### src/rtl/memory_sequencer.sv
// Sequences 8/16-bit CPU accesses onto an 8-bit memory bus with a fixed read latency.
// Word accesses are little-endian: low byte at A, high byte at A+1 (wrapping at 0xFFFF).
module memory_sequencer #(
  parameter int READ_LATENCY = 1
) (
  input  logic        clk,
  input  logic        reset,
  input  logic        start,
  input  logic [15:0] req_address,
  input  logic        req_write,
  input  logic        req_is_word,
  input  logic [15:0] req_data_in,
  output logic [15:0] req_data_out,
  output logic        busy,
  output logic        done,
  output logic [15:0] bus_address,
  output logic [7:0]  bus_data_out,
  input  logic [7:0]  bus_data_in,
  output logic        bus_enable,
  output logic        write_enable
);

  typedef enum logic [2:0] {
    IDLE,
    LO_ACCESS,
    LO_WAIT,
    HI_ACCESS,
    HI_WAIT,
    DONE
  } state_t;

  localparam logic [1:0] LAT = 2'(READ_LATENCY);

  state_t     state_q;
  logic [1:0] cnt_q;
  logic       is_write_q;
  logic       is_word_q;
  logic [7:0] hi_data_q;
  logic [7:0] lo_byte_q;

  always_ff @(posedge clk) begin
    if (reset) begin
      state_q      <= IDLE;
      cnt_q        <= 2'd0;
      is_write_q   <= 1'b0;
      is_word_q    <= 1'b0;
      hi_data_q    <= 8'h00;
      lo_byte_q    <= 8'h00;
      busy         <= 1'b0;
      done         <= 1'b0;
      bus_address  <= 16'h0000;
      bus_data_out <= 8'h00;
      bus_enable   <= 1'b0;
      write_enable <= 1'b0;
      req_data_out <= 16'h0000;
    end else begin
      case (state_q)
        IDLE, DONE: begin
          done         <= 1'b0;
          busy         <= 1'b0;
          bus_enable   <= 1'b0;
          write_enable <= 1'b0;
          state_q      <= IDLE;
          // Outputs are registered, so the low-byte bus phase is set up here.
          if (start) begin
            is_write_q   <= req_write;
            is_word_q    <= req_is_word;
            hi_data_q    <= req_data_in[15:8];
            bus_address  <= req_address;
            bus_data_out <= req_data_in[7:0];
            bus_enable   <= 1'b1;
            write_enable <= req_write;
            busy         <= 1'b1;
            state_q      <= LO_ACCESS;
          end
        end
        LO_ACCESS: begin
          if (is_write_q) begin
            if (is_word_q) begin
              bus_address  <= bus_address + 16'd1;
              bus_data_out <= hi_data_q;
              write_enable <= 1'b1;
              state_q      <= HI_ACCESS;
            end else begin
              write_enable <= 1'b0;
              bus_enable   <= 1'b0;
              busy         <= 1'b0;
              done         <= 1'b1;
              state_q      <= DONE;
            end
          end else begin
            cnt_q   <= LAT;
            state_q <= LO_WAIT;
          end
        end
        LO_WAIT: begin
          if (cnt_q == 2'd1) begin
            cnt_q <= 2'd0;
            if (is_word_q) begin
              lo_byte_q   <= bus_data_in;
              bus_address <= bus_address + 16'd1;
              state_q     <= HI_ACCESS;
            end else begin
              req_data_out <= {8'h00, bus_data_in};
              bus_enable   <= 1'b0;
              busy         <= 1'b0;
              done         <= 1'b1;
              state_q      <= DONE;
            end
          end else begin
            cnt_q <= cnt_q - 2'd1;
          end
        end
        HI_ACCESS: begin
          if (is_write_q) begin
            write_enable <= 1'b0;
            bus_enable   <= 1'b0;
            busy         <= 1'b0;
            done         <= 1'b1;
            state_q      <= DONE;
          end else begin
            cnt_q   <= LAT;
            state_q <= HI_WAIT;
          end
        end
        HI_WAIT: begin
          if (cnt_q == 2'd1) begin
            cnt_q        <= 2'd0;
            req_data_out <= {bus_data_in, lo_byte_q};
            bus_enable   <= 1'b0;
            busy         <= 1'b0;
            done         <= 1'b1;
            state_q      <= DONE;
          end else begin
            cnt_q <= cnt_q - 2'd1;
          end
        end
        default: state_q <= IDLE;
      endcase
    end
  end

endmodule

### config.mk
export PLATFORM = sky130hd
export DESIGN_NAME = memory_sequencer
export DESIGN_NICKNAME = d
export VERILOG_FILES = /design/src/rtl/memory_sequencer.sv
export SDC_FILE = /design/constraint.sdc
export NUM_CORES = 1
export LEC_CHECK = 0
export ABC_AREA = 0
export ABC_CLOCK_PERIOD_IN_PS = 1900
export BUFFER_PORTS_ARGS = -buffer_cell sky130_fd_sc_hd__buf_2
export CORE_MARGIN = 2
export CORE_UTILIZATION = 50
export DETAILED_ROUTE_END_ITERATION = 6
export PLACE_DENSITY = 0.72
export SETUP_SLACK_MARGIN = 0.02
export SLEW_MARGIN = 25
export SYNTH_ARGS = -nofsm -noshare
export SYNTH_HDL_FRONTEND = slang
export SYNTH_SLANG_ARGS = --single-unit
### constraint.sdc
create_clock -name clk -period 1.9 [get_ports clk]
set_input_delay 0.095 -clock clk [delete_from_list [all_inputs] [get_ports clk]]
set_output_delay 0.095 -clock clk [all_outputs]
set_load 0.05 [all_outputs]
== Word level (Yosys, flattened, before mapping) ==
Cells that the tools add are included.
Widths: inputs -> output; s select.

* Bits in registers: 67
* Bits in latches: 0
* Memory bits (writable): 0
* Bits in read-only memories: 0
* Output and inout bits: 44
* Word-level logic and storage cells: 92
* Memories: 0

* $add $sub $neg: 2
* Multipliers: 0
* Divide/modulo/power cells: 0
* $lt $le $gt $ge: 0
* Eq/ne operators: 14
* Shift operators: 0
* Multiplexer cells: 44
* Bitwise operators: 0
* Reductions and logical operators: 19

{| class="wikitable"
|+ Operators with widths
! operator !! number
|-
| $mux 16 || 7
|-
| $pmux 16 s3 || 1
|-
| $pmux 16 s2 || 1
|-
| $mux 8 || 3
|-
| $mux 1 || 19
|-
| $add 16x1->16 const B || 1
|-
| $ne 2x2->1 const B || 8
|-
| $pmux 8 s2 || 1
|-
| $pmux 1 s5 || 3
|-
| $pmux 3 s5 || 1
|-
| $mux 3 || 4
|-
| $reduce_and 4->1 || 3
|-
| $eq 3x2->1 const B || 2
|-
| $eq 3x3->1 const B || 2
|-
| $reduce_and 2->1 || 3
|-
| $reduce_and 3->1 || 2
|-
| $reduce_bool 2->1 || 3
|-
| $reduce_bool 3->1 || 2
|-
| $reduce_or 2->1 || 3
|-
| $reduce_and 5->1 || 1
|-
| $reduce_bool 5->1 || 1
|-
| $mux 2 || 2
|-
| $pmux 2 s2 || 1
|-
| $eq 3x1->1 const B || 1
|-
| other kinds (4) || 4
|}

== Depth between registers and ports, before layout ==
Gate-level depths: netlist (run 1).

* Depth in word-level cells: 4
* Gate-level depth with buffers: 8
* Depth with buffers taken out: 6

== Worst setup path after synthesis (run 1) ==
Ideal clock, no wire load.

* Path type: reg-to-reg
* Start point: register bus_address[1]
* End point: register bus_address[12]
* Setup time: 0.060 ns
* Data arrival time: 2.054 ns
* Required time: 1.840 ns
* Setup slack: -0.214 ns
* Cell stages (with the launch flop): 6
* Buffers on the path: 0
* Cells stage by stage: dfxtp_1 -> ha_1 -> nand3_1 -> or4_1 -> a211oi_1 -> o221a_2

* Longest elaborated chain between the ends: 4
* Elaborated cells on any way between the ends: 5
* Those cells by class: 1 x add/sub; 4 x mux

{| class="wikitable"
|+ Ends and longest elaborated chain
! what !! RTL line !! RTL
|-
| from (decl) || 16 || <nowiki>output logic [15:0] bus_address,</nowiki>
|-
| from (signal assigned) || 69 || <nowiki>bus_address <= req_address;</nowiki>
|-
| from (signal assigned) || 80 || <nowiki>bus_address <= bus_address + 16'd1;</nowiki>
|-
| from (signal assigned) || 101 || <nowiki>bus_address <= bus_address + 16'd1;</nowiki>
|-
| $add 16x1->16 * || 80, 101 ||
|-
| $mux 16 * || 79, 99 ||
|-
| $mux 16, on equally long branches || 97, 78 ||
|-
| $pmux 16 s3 * || 57 || <nowiki>case (state_q)</nowiki>
|}

Every way passes the cells marked *; elsewhere a longest branch is shown, timed or not. The select of a mux whose other input is x is not followed.
A chain may end at the register's enable or synchronous reset.

== Final worst setup path (run 1) ==
* Start point: register state_q[0]
* End point: register bus_address[0]

* Longest elaborated chain between the ends: 4
* Elaborated cells on any way between the ends: 11
* Those cells by class: 6 x eq/ne; 1 x mux; 4 x reduce/logical

{| class="wikitable"
|+ Ends and longest elaborated chain
! what !! RTL line !! RTL
|-
| from (decl) || 34 || <nowiki>state_t state_q;</nowiki>
|-
| from (signal assigned) || 43 || <nowiki>state_q <= IDLE;</nowiki>
|-
| from (signal assigned) || 63 || <nowiki>state_q <= IDLE;</nowiki>
|-
| from (signal assigned) || 74 || <nowiki>state_q <= LO_ACCESS;</nowiki>
|-
| $eq 3x3->1 or $logic_not 3->1 (tied branches) || 57 ||
|-
| $reduce_or 2->1 || 57 ||
|-
| $ne 2x2->1 (no source line) or $reduce_bool 3->1 (tied branches) || - ||
|-
| $reduce_and 4->1 (no source line) || - ||
|}

Several ways; a longest one is shown, not always the timed one.

==> results of run 1 <==
area by class of cell:
| class | instances | share of cell area (%) |
|---|---|---|
| clock buffers | 10 | 3.196 |
| clock inverters | 5 | 0.6973 |
| inverters | 11 | 0.9587 |
| multi-input cells | 284 | 44.10 |
| flip-flops and latches | 67 | 31.58 |
| well taps | 80 | 2.324 |
| repair buffers | 125 | 17.14 |
sequential cells by signal (all words and copies together) (netlist names):
register / flops
state_q: 3
cnt_q: 2
bus_enable: 1
hi_data_q: 8
is_word_q: 1
bus_address: 16
is_write_q: 1
busy: 1
req_data_out: 16
lo_byte_q: 8
write_enable: 1
bus_data_out: 8
done: 1
cell families after synthesis:
| family | count (synthesis) |
|---|---|
| mux | 28 |
| compound gates | 118 |
| xor+xnor | 2 |
| flops | 67 |
| buf+inv | 44 |
| fa+ha+maj | 2 |
| simple gates | 134 |
worst min-delay path by stage:
stage,from,slack [ps],cells after the start,to
3_3_place_gp,req_data_in[15],330,3,hi_data_q[7]
4_1_cts,req_data_in[11],1,3,hi_data_q[3]
2_1_floorplan,req_data_in[8],240,2,hi_data_q[0]
6_report,req_data_in[11],8,3,hi_data_q[3]
3_5_place_dp,req_data_in[14],330,3,hi_data_q[6]
5_1_grt,req_write,30,3,is_write_q
through the flow:
| stage | area [µm²] | worst slack [ps] |
|---|---|---|
| final | 4307 | 109.7 |
| after global routing | 4307 | 22.38 |
| after CTS | 4263 | 52.32 |
| after detailed placement | 4025 | 81.18 |
| after global placement | 4025 | 109.9 |
| after floorplan | 3417 | 20.29 |
cell usage in the layout, fill, tap and decap left out, drive strengths merged, types with 3 or more instances in the layout:
cell type	instances
a211oi	21
a21oi	13
a22oi	9
a311oi	10
buf	117
clkbuf	10
clkinv	4
dfxtp	67
dlygate4sd3	8
inv	10
mux2i	28
nand2	20
nand2b	6
nand3	6
nand3b	3
nand4	9
nor2	49
nor2b	8
nor3	7
nor3b	4
nor4	5
o21a	3
o21ai	26
o31a	9
o31ai	3
o32ai	12
or2	3
or4	6
power by group through the flow:
stage	Sequential (µW)	Clock [µW]	Combinational, µW
2_1_floorplan	3230	0	2320
3_3_place_gp	2270	0	4390
3_5_place_dp	2290	0	4470
4_1_cts	2260	1060	4490
5_1_grt	2350	1120	4910
6_report	2290	1040	4530
per-layer routing:
metal / part of all wire [%] / wire, µm / track usage (%) / vias up
met5: 0 / 0 / 0 / -
met4: 1.5 / 135 / 12.07 / 0
met3: 5.0 / 452 / 4.381 / 16
met2: 50 / 4528 / 40.42 / 133
met1: 43 / 3937 / 29.75 / 1644
li1: - / - / - / 1686
timing repair:
action	4_1_cts	5_1_grt
endpoints found under the setup margin	0	30
resized for setup	0	12
hold buffers	7	1
endpoints found under the hold margin	7	1
buffers inserted	0	1
worst max-delay path: stages, from the launching register on:
cell,delay [ps]
dfxtp_2,360
buf_4,160
nand3b_1,220
o32a_4,240
or4_1,530
a31oi_1,200
==> results.yml, run 1 <==
global_route:
  overflow: 0
  grt_pass1_vias: 3294
  grt_first_pass_wirelength_um: 14800
  antenna_found_initial: 0
  track_usage_pct: 24.15
  grt_max_degree: 65
floorplan:
  dieArea_mm2: 0.007485
  start_util_pct: 50.96
  core_mm2: 0.006681
  rows: 30
  die_width_um: 86.52
  die_y_um: 86.52
  io_pins: 89
worst_setup_path:
  r2r_start: "state_q[0]"
  cp-endpoint: "bus_address[0]"
  endpoint_kind: "register"
  r2r_end: "bus_address[0]"
  crit_fanout: 7
  arrival_ps: 2040
  reg2reg_slack_ps: 110
  start_kind: "register"
  required_ps: 2150
  r2r_cells: 5
  path_class: "register to register"
  setup.worst_path.start: "state_q[0]"
pwr:
  p_sw_share_pct: 49.97
  peakVddDrop_v: 0.0006974
  power_uw: 7857
  p_sw_uw: 3926
  pwr-share-clk_pct: 13.2
  power_density_mw_per_mm2: 1824
  intPower_uw: 3931
  combinationalPowerShare_pct: 57.7
  sequentialPowerShare_pct: 29.1
  p_leak_uw: 0.001803
logic_synthesis:
  synth_area_per_cell_um2: 8.619
  synth-simple-area-share_pct: 19.85
  ys_seq_elements: 67
  synth.most_common_cell: "dfxtp_1"
  ys_seq_area_share_pct: 39.40
  synth_top_family_by_area: "compound AO/OA/AOI/OAI gates"
  synth_cells: 395
  yosysWarnings: 0
  synth_cell_types: 51
  yosysTopAreaCellShare_pct: 39.40
  synth_common_cells: "67 x dfxtp_1, 49 x nor2_1, 28 x mux2i_1"
  synth_async_sr_flop_share_pct: 0
  synth_xor_area_share_pct: 0.5145
  synth-edff-count: 0
  syn_nets: 442
  synth.area.mux_share_pct: 8.232
  synth_compound_area_share_pct: 25.73
  synth_area_mm2: 0.003405
  synthAdderAreaFrac_pct: 0.7350
  synth_flop_cell: "dfxtp_1"
  synth_area_leader_cell: "dfxtp_1"
  synth_area_leaders: "dfxtp_1 39%, mux2i_1 8.2%, nor2_1 5.4%"
finish:
  fin_cells: 582
  num_antenna_cells: 0
  drive_gt1_share_pct: 31.67
  area_growth_pct: 26.50
  fillCellCount: 604
  nets: 545
  multi_input_area_mm2: 0.001899
  seq_area_mm2: 0.001360
  post-route-util_pct: 64.46
routing:
  detail-route-antenna-nets: 0
  drt_pass1_iterations: 4
  initialDrtViolationCount: 142
  wire_per_inst_um: 15.55
  via_per_inst: 5.978
  vias: 3479
  wl_um: 9053
  drc: 0
timing:
  fin_setup_tns_ps: 0
  worstMarginPinSlew_ps: 667.3
  holdWs_ps: 8.035
  skew_ps: 12.03
  fmax_mhz: 558.6
  rsz0062_at_grt: "false"
  relSlewSlack_pct: 55.51
  timing.final.crit_share_pct: 94.23
  hold_viol_final: 0
  fin_crit_ps: 1790
  drv_slew: 0
  setup_violations: 0
status:
  status: "completed"
clock_network:
  cts.sinks: 67
  cts_tree: "built"
  clock_latency_ps: 340
  cts.htree.levels: 3
  clk_pin_slew_ps: 70
  cts_buffer_depth: 2
  root_buffer: "clkbuf_8"
  numCtsBuffers: 9
placement:
  hpwl_um: 6267
  place_inst: 558
  io_buffers: 88
  gp_congestion: 0.8723
run:
  drv_cap: 0
min_path:
  hold_path.class: "primary input to register"
No activity file was read; power rests on OpenSTA's default activity.
==> run 2: changes to the inputs <==
--- a/config.mk
+++ b/config.mk
@@ -9,9 +9,10 @@
 export ABC_CLOCK_PERIOD_IN_PS = 1900
 export BUFFER_PORTS_ARGS = -buffer_cell sky130_fd_sc_hd__buf_2
 export CORE_MARGIN = 2
-export CORE_UTILIZATION = 50
+export CORE_UTILIZATION = 40
+export CTS_BUF_LIST = sky130_fd_sc_hd__clkbuf_16
 export DETAILED_ROUTE_END_ITERATION = 6
-export PLACE_DENSITY = 0.72
+export PLACE_DENSITY = 0.59
 export SETUP_SLACK_MARGIN = 0.02
 export SLEW_MARGIN = 25
 export SYNTH_ARGS = -nofsm -noshare
==> results.yml, run 2 (same netlist as run 1, synthesis figures left out) <==
finish:
  stdcell_area_mm2: 0.004373
  top_regs: "bus_address: 16 flops, req_data_out: 16 flops"
  num_antenna_cells: 0
  area_growth_pct: 28.45
  seq_area_mm2: 0.001358
  post-route-util_pct: 53.22
  fillCellCount: 806
  drive_gt1_share_pct: 30.78
  multi_input_area_mm2: 0.001887
  nets: 540
  final_common_cell: "buf_2"
  final_cell_mix: "88 x buf_2, 56 x dfxtp_1, 48 x nor2_1, 29 x buf_4, 28 x mux2i_1"
clock_network:
  cts.sinks: 67
  numCtsBuffers: 9
  cts_tree: "built"
  cts_buffer_depth: 2
  clk_pin_slew_ps: 60
  cts.htree.levels: 3
  cts_setup_buffers: 0
  root_buffer: "clkbuf_16"
  clock_latency_ps: 320
pwr:
  pwr-share-clk_pct: 17.8
  p_leak_uw: 0.001827
  intPower_uw: 4312
  combinationalPowerShare_pct: 54.7
  peakVddDrop_v: 0.0008092
  p_sw_share_pct: 48.16
  sequentialPowerShare_pct: 27.5
  power_density_mw_per_mm2: 1902
  p_sw_uw: 4005
run:
  drv_cap: 0
min_path:
  hold_path.class: "primary input to register"
routing:
  vias: 3371
  via_per_inst: 5.600
  detail-route-antenna-nets: 0
  wl_um: 9349
  initialDrtViolationCount: 104
  drt_pass1_iterations: 4
  drc: 0
  wire_per_inst_um: 15.53
timing:
  drv_slew: 0
  timing.final.crit_share_pct: 92.73
  setup_violations: 0
  hold_viol_final: 0
  fin_setup_tns_ps: 0
  relSlewSlack_pct: 52.84
  fmax_mhz: 567.6
  worstMarginPinSlew_ps: 707.5
  fin_crit_ps: 1762
  skew_ps: 3.882
  rsz0062_at_grt: "false"
floorplan:
  start_util_pct: 41.43
  die_width_um: 96.26
  core_mm2: 0.008217
  die_y_um: 96.26
  io_pins: 89
  rows: 33
  dieArea_mm2: 0.009265
global_route:
  overflow: 0
  grt_first_pass_wirelength_um: 15100
  grt_pass1_vias: 3197
  grt_max_degree: 65
  antenna_found_initial: 0
  track_usage_pct: 20.62
placement:
  postPlaceCellArea_mm2: 0.004084
  gp_congestion: 0.8463
  io_buffers: 88
  hpwl_um: 6487
worst_setup_path:
  cpLargestDelayFamily: "simple AND/OR/NAND/NOR gates"
  crit_fanout: 6
  slowest_delay_ps: 500
  arrival_ps: 2030
  cp_slowest_cell: "or4_1"
  crit_chain: "ha_1, nand3_2, or4_1, a211oi_1, o221a_2"
  path_class: "register to register"
  required_ps: 2170
  start_kind: "register"
  endpoint_kind: "register"
  timing.critical_path.buf_inv: 0
status:
  status: "completed"
[run 2: cell types whose count changed in the layout (fill, tap and decap cells not counted), moves of 2 or more]
cell / change
clkbuf_8: -10
dfxtp_1: +2
clkbuf_16: +9
dfxtp_2: -2
dlygate4sd3_1: -6
[run 2: cell type report]
class,count,share of cell area (%)
Sequential cell,67,31.04
Timing Repair Buffer,120,15.97
Clock buffer,9,5.150
Multi-Input combinational cell,284,43.15
Inverter,11,0.9442
Tap cell,105,3.004
Clock inverter,6,0.7439
[run 2: stage by stage]
step	hold WS (ps)	std cells	setup WS (ps)	total power, µW
finish	4.955	602	138.2	8318
global route	26.42	602	51.51	8863
CTS	1.337	602	84.84	8336
detailed placement	332.8	585	36.62	6824
global placement	328.0	585	98.83	6769
floorplan	238.9	395	20.29	5544
[run 2: final timing paths]
kind | end | cells after the start | start | slack [ps]
setup / recovery | bus_address[12] | 5 | bus_address[1] | 140
hold reg to reg | done | 1 | done | 470
setup reg to reg | bus_address[12] | 5 | bus_address[1] | 140
hold / removal | hi_data_q[3] | 3 | req_data_in[11] | 5
[run 2: layer usage]
| metal | global-route usage [%] | up-vias | routed length [µm] |
|---|---|---|---|
| li1 | - | 1669 | - |
| met1 | 26.93 | 1589 | 4349 |
| met2 | 33.80 | 103 | 4361 |
| met3 | 3.681 | 10 | 499 |
| met4 | 7.738 | 0 | 138 |
| met5 | 0 | - | 0 |
[run 2: worst register-to-register path, delay by kind of cell (launching register included)]
kind	cells	cell delay, ps
AO/OA/AOI/OAI	2	480
adder cells (fa/ha/maj)	1	200
flip-flops	1	370
AND/OR/NAND/NOR	2	660
[run 2: timing repair]
action | 4_1_cts | 5_1_grt
setup endpoints to repair | 1 | 43
hold endpoints to repair | 2 | 0
resized for setup | 1 | 5
cloned | 0 | 0
hold buffers | 2 | 0
[run 2: power groups by stage]
stage	Combinational (µW)	Sequential (µW)	Clock [µW]
after detailed placement	4530	2290	0
final	4550	2290	1480
after floorplan	2320	3230	0
after global placement	4490	2280	0
after CTS	4550	2270	1510
after global routing	4940	2350	1580
==> run 3: changes to the inputs <==
--- a/config.mk
+++ b/config.mk
@@ -5,7 +5,7 @@
 export SDC_FILE = /design/constraint.sdc
 export NUM_CORES = 1
 export LEC_CHECK = 0
-export ABC_AREA = 0
+export ABC_AREA = 1
 export ABC_CLOCK_PERIOD_IN_PS = 1900
 export BUFFER_PORTS_ARGS = -buffer_cell sky130_fd_sc_hd__buf_2
 export CORE_MARGIN = 2
==> results.yml, run 3 <==
status:
  status: "completed"
logic_synthesis:
  synth_cells: 486
  yosysTopAreaCellShare_pct: 40.29
  synth_async_sr_flop_share_pct: 0
  synth_area_leaders: "dfxtp_1 40%, nand2_1 11%, o21ai_0 9.3%"
  ys_seq_area_share_pct: 40.29
  synth_area_mm2: 0.003329
  synth_cell_types: 31
  synth-edff-count: 0
  yosysWarnings: 0
  synth_area_leader_cell: "dfxtp_1"
  synth_flop_cell: "dfxtp_1"
  ys_seq_elements: 67
  synth_common_cells: "96 x nand2_1, 67 x dfxtp_1, 62 x o21ai_0"
  synth_area_per_cell_um2: 6.851
  synth.most_common_cell: "nand2_1"
  syn_nets: 533
timing:
  setup_violations: 0
  worstMarginPinSlew_ps: 601.3
  holdWs_ps: 4.870
  skew_ps: 5.288
  hold_viol_final: 0
  fmax_mhz: 575.4
  timing.final.crit_share_pct: 91.47
  fin_crit_ps: 1738
  drv_slew: 0
  fin_setup_tns_ps: 0
  rsz0062_at_grt: "false"
  relSlewSlack_pct: 59.70
floorplan:
  die_y_um: 95.24
  die_width_um: 95.24
  start_util_pct: 40.93
  io_pins: 89
  dieArea_mm2: 0.009070
  core_mm2: 0.008134
  rows: 33
finish:
  final_cell_mix: "96 x nand2_1, 88 x buf_2, 65 x dfxtp_1, 62 x o21ai_0, 50 x inv_1"
  post-route-util_pct: 52.67
  multi_input_area_mm2: 0.001649
  fillCellCount: 833
  drive_gt1_share_pct: 25.59
  num_antenna_cells: 0
  seq_area_mm2: 0.001344
  nets: 632
  top_regs: "bus_address: 16 flops, req_data_out: 16 flops"
  final_common_cell: "nand2_1"
  area_growth_pct: 28.67
routing:
  via_per_inst: 4.947
  drt_pass1_iterations: 5
  detail-route-antenna-nets: 0
  initialDrtViolationCount: 101
  wire_per_inst_um: 12.06
  wl_um: 8382
  vias: 3438
  drc: 0
worst_setup_path:
  r2r_start: "cnt_q[1]"
  r2r_cells: 10
  path_class: "register to register"
  required_ps: 2120
  endpoint_kind: "register"
  crit_fanout: 7
  arrival_ps: 1960
  reg2reg_slack_ps: 160
  start_kind: "register"
  r2r_end: "bus_address[1]"
clock_network:
  clk_pin_slew_ps: 60
  cts.sinks: 67
  clock_latency_ps: 330
  numCtsBuffers: 9
  cts_buffer_depth: 2
  cts_tree: "built"
  root_buffer: "clkbuf_16"
  cts.htree.levels: 3
pwr:
  power_density_mw_per_mm2: 1739
  p_leak_uw: 0.001930
  power_uw: 7450
  peakVddDrop_v: 0.0007019
global_route:
  overflow: 0
  grt_max_degree: 32
  grt_first_pass_wirelength_um: 13700
  track_usage_pct: 19.22
  antenna_found_initial: 0
  grt_pass1_vias: 3082
min_path:
  min_path_cells: 3
  hp-start: "req_data_in[13]"
  hold_path.class: "primary input to register"
  whs_endpoint: "hi_data_q[5]"
placement:
  hpwl_um: 6000
  gp_congestion: 0.8151
  io_buffers: 88
run:
  drv_cap: 0
-- run 3: what timing repair did --
| action | in CTS | in global routing |
|---|---|---|
| hold buffers | 3 | 0 |
| resized for setup | 0 | 3 |
| setup buffers | 0 | 4 |
| endpoints found under the hold margin | 3 | 0 |
| endpoints found under the setup margin | 0 | 14 |
-- run 3: cell type report --
cell class | count | share of cell area, %
multi-input cells | 339 | 38.49
flip-flops and latches | 67 | 31.37
repair buffers | 108 | 14.25
clock buffers | 9 | 5.257
inverters | 60 | 5.257
well taps | 105 | 3.067
clock inverters | 7 | 2.307
-- run 3: logic make-up after synthesis --
kind of cell | count (synthesis) | synth area share, %
AOI/OAI and AO/OA | 125 | 19.69
adders and majority gates | 2 | 0.7515
buffers and inverters | 80 | 10.48
DFF | 67 | 40.29
and+or+nand+nor | 212 | 28.79
-- run 3: worst max path at each step --
stage	from	endpoint	slack (ps)	cells past startpoint
after floorplan	bus_address[1]	bus_address[12]	210	8
after global placement	state_q[2]	bus_address[15]	170	10
after detailed placement	state_q[2]	bus_address[13]	100	10
after CTS	state_q[2]	bus_address[14]	90	10
after global routing	cnt_q[1]	bus_address[1]	40	10
final	cnt_q[1]	bus_address[1]	160	10
-- run 3: metrics by stage --
step	instance area, µm²	std cells	worst slack, ps
2_1_floorplan	3332	486	213.6
3_3_place_gp	3890	672	169.3
3_5_place_dp	3890	672	99.24
4_1_cts	4244	691	85.87
5_1_grt	4284	695	38.89
6_report	4284	695	162.1
-- run 3: layer usage --
layer	vias up	GRT usage (%)	part of all wire, %	wire length (µm)
met5	-	0	0	0
met4	0	7.246	1.6	136
met3	10	4.822	5.7	475
met2	81	32.34	47	3911
met1	1544	23.64	46	3859
li1	1803	-	-	-
-- run 3: critical path, cell delays in order (launching register included) --
cell and delay [ps]:
dfxtp_1 340, inv_1 50, ha_1 240, inv_2 120, nand4_1 130, nand3_1 160, nor2_4 70, buf_4 160
buf_4 140, o21ai_0 160, nor2_1 60
-- run 3: report_power, final --
| group | total (µW) | switching [µW] | internal (µW) |
|---|---|---|---|
| registers | 2050 | 281 | 1770 |
| clock network | 1800 | 640 | 1160 |
| logic | 3600 | 2440 | 1160 |
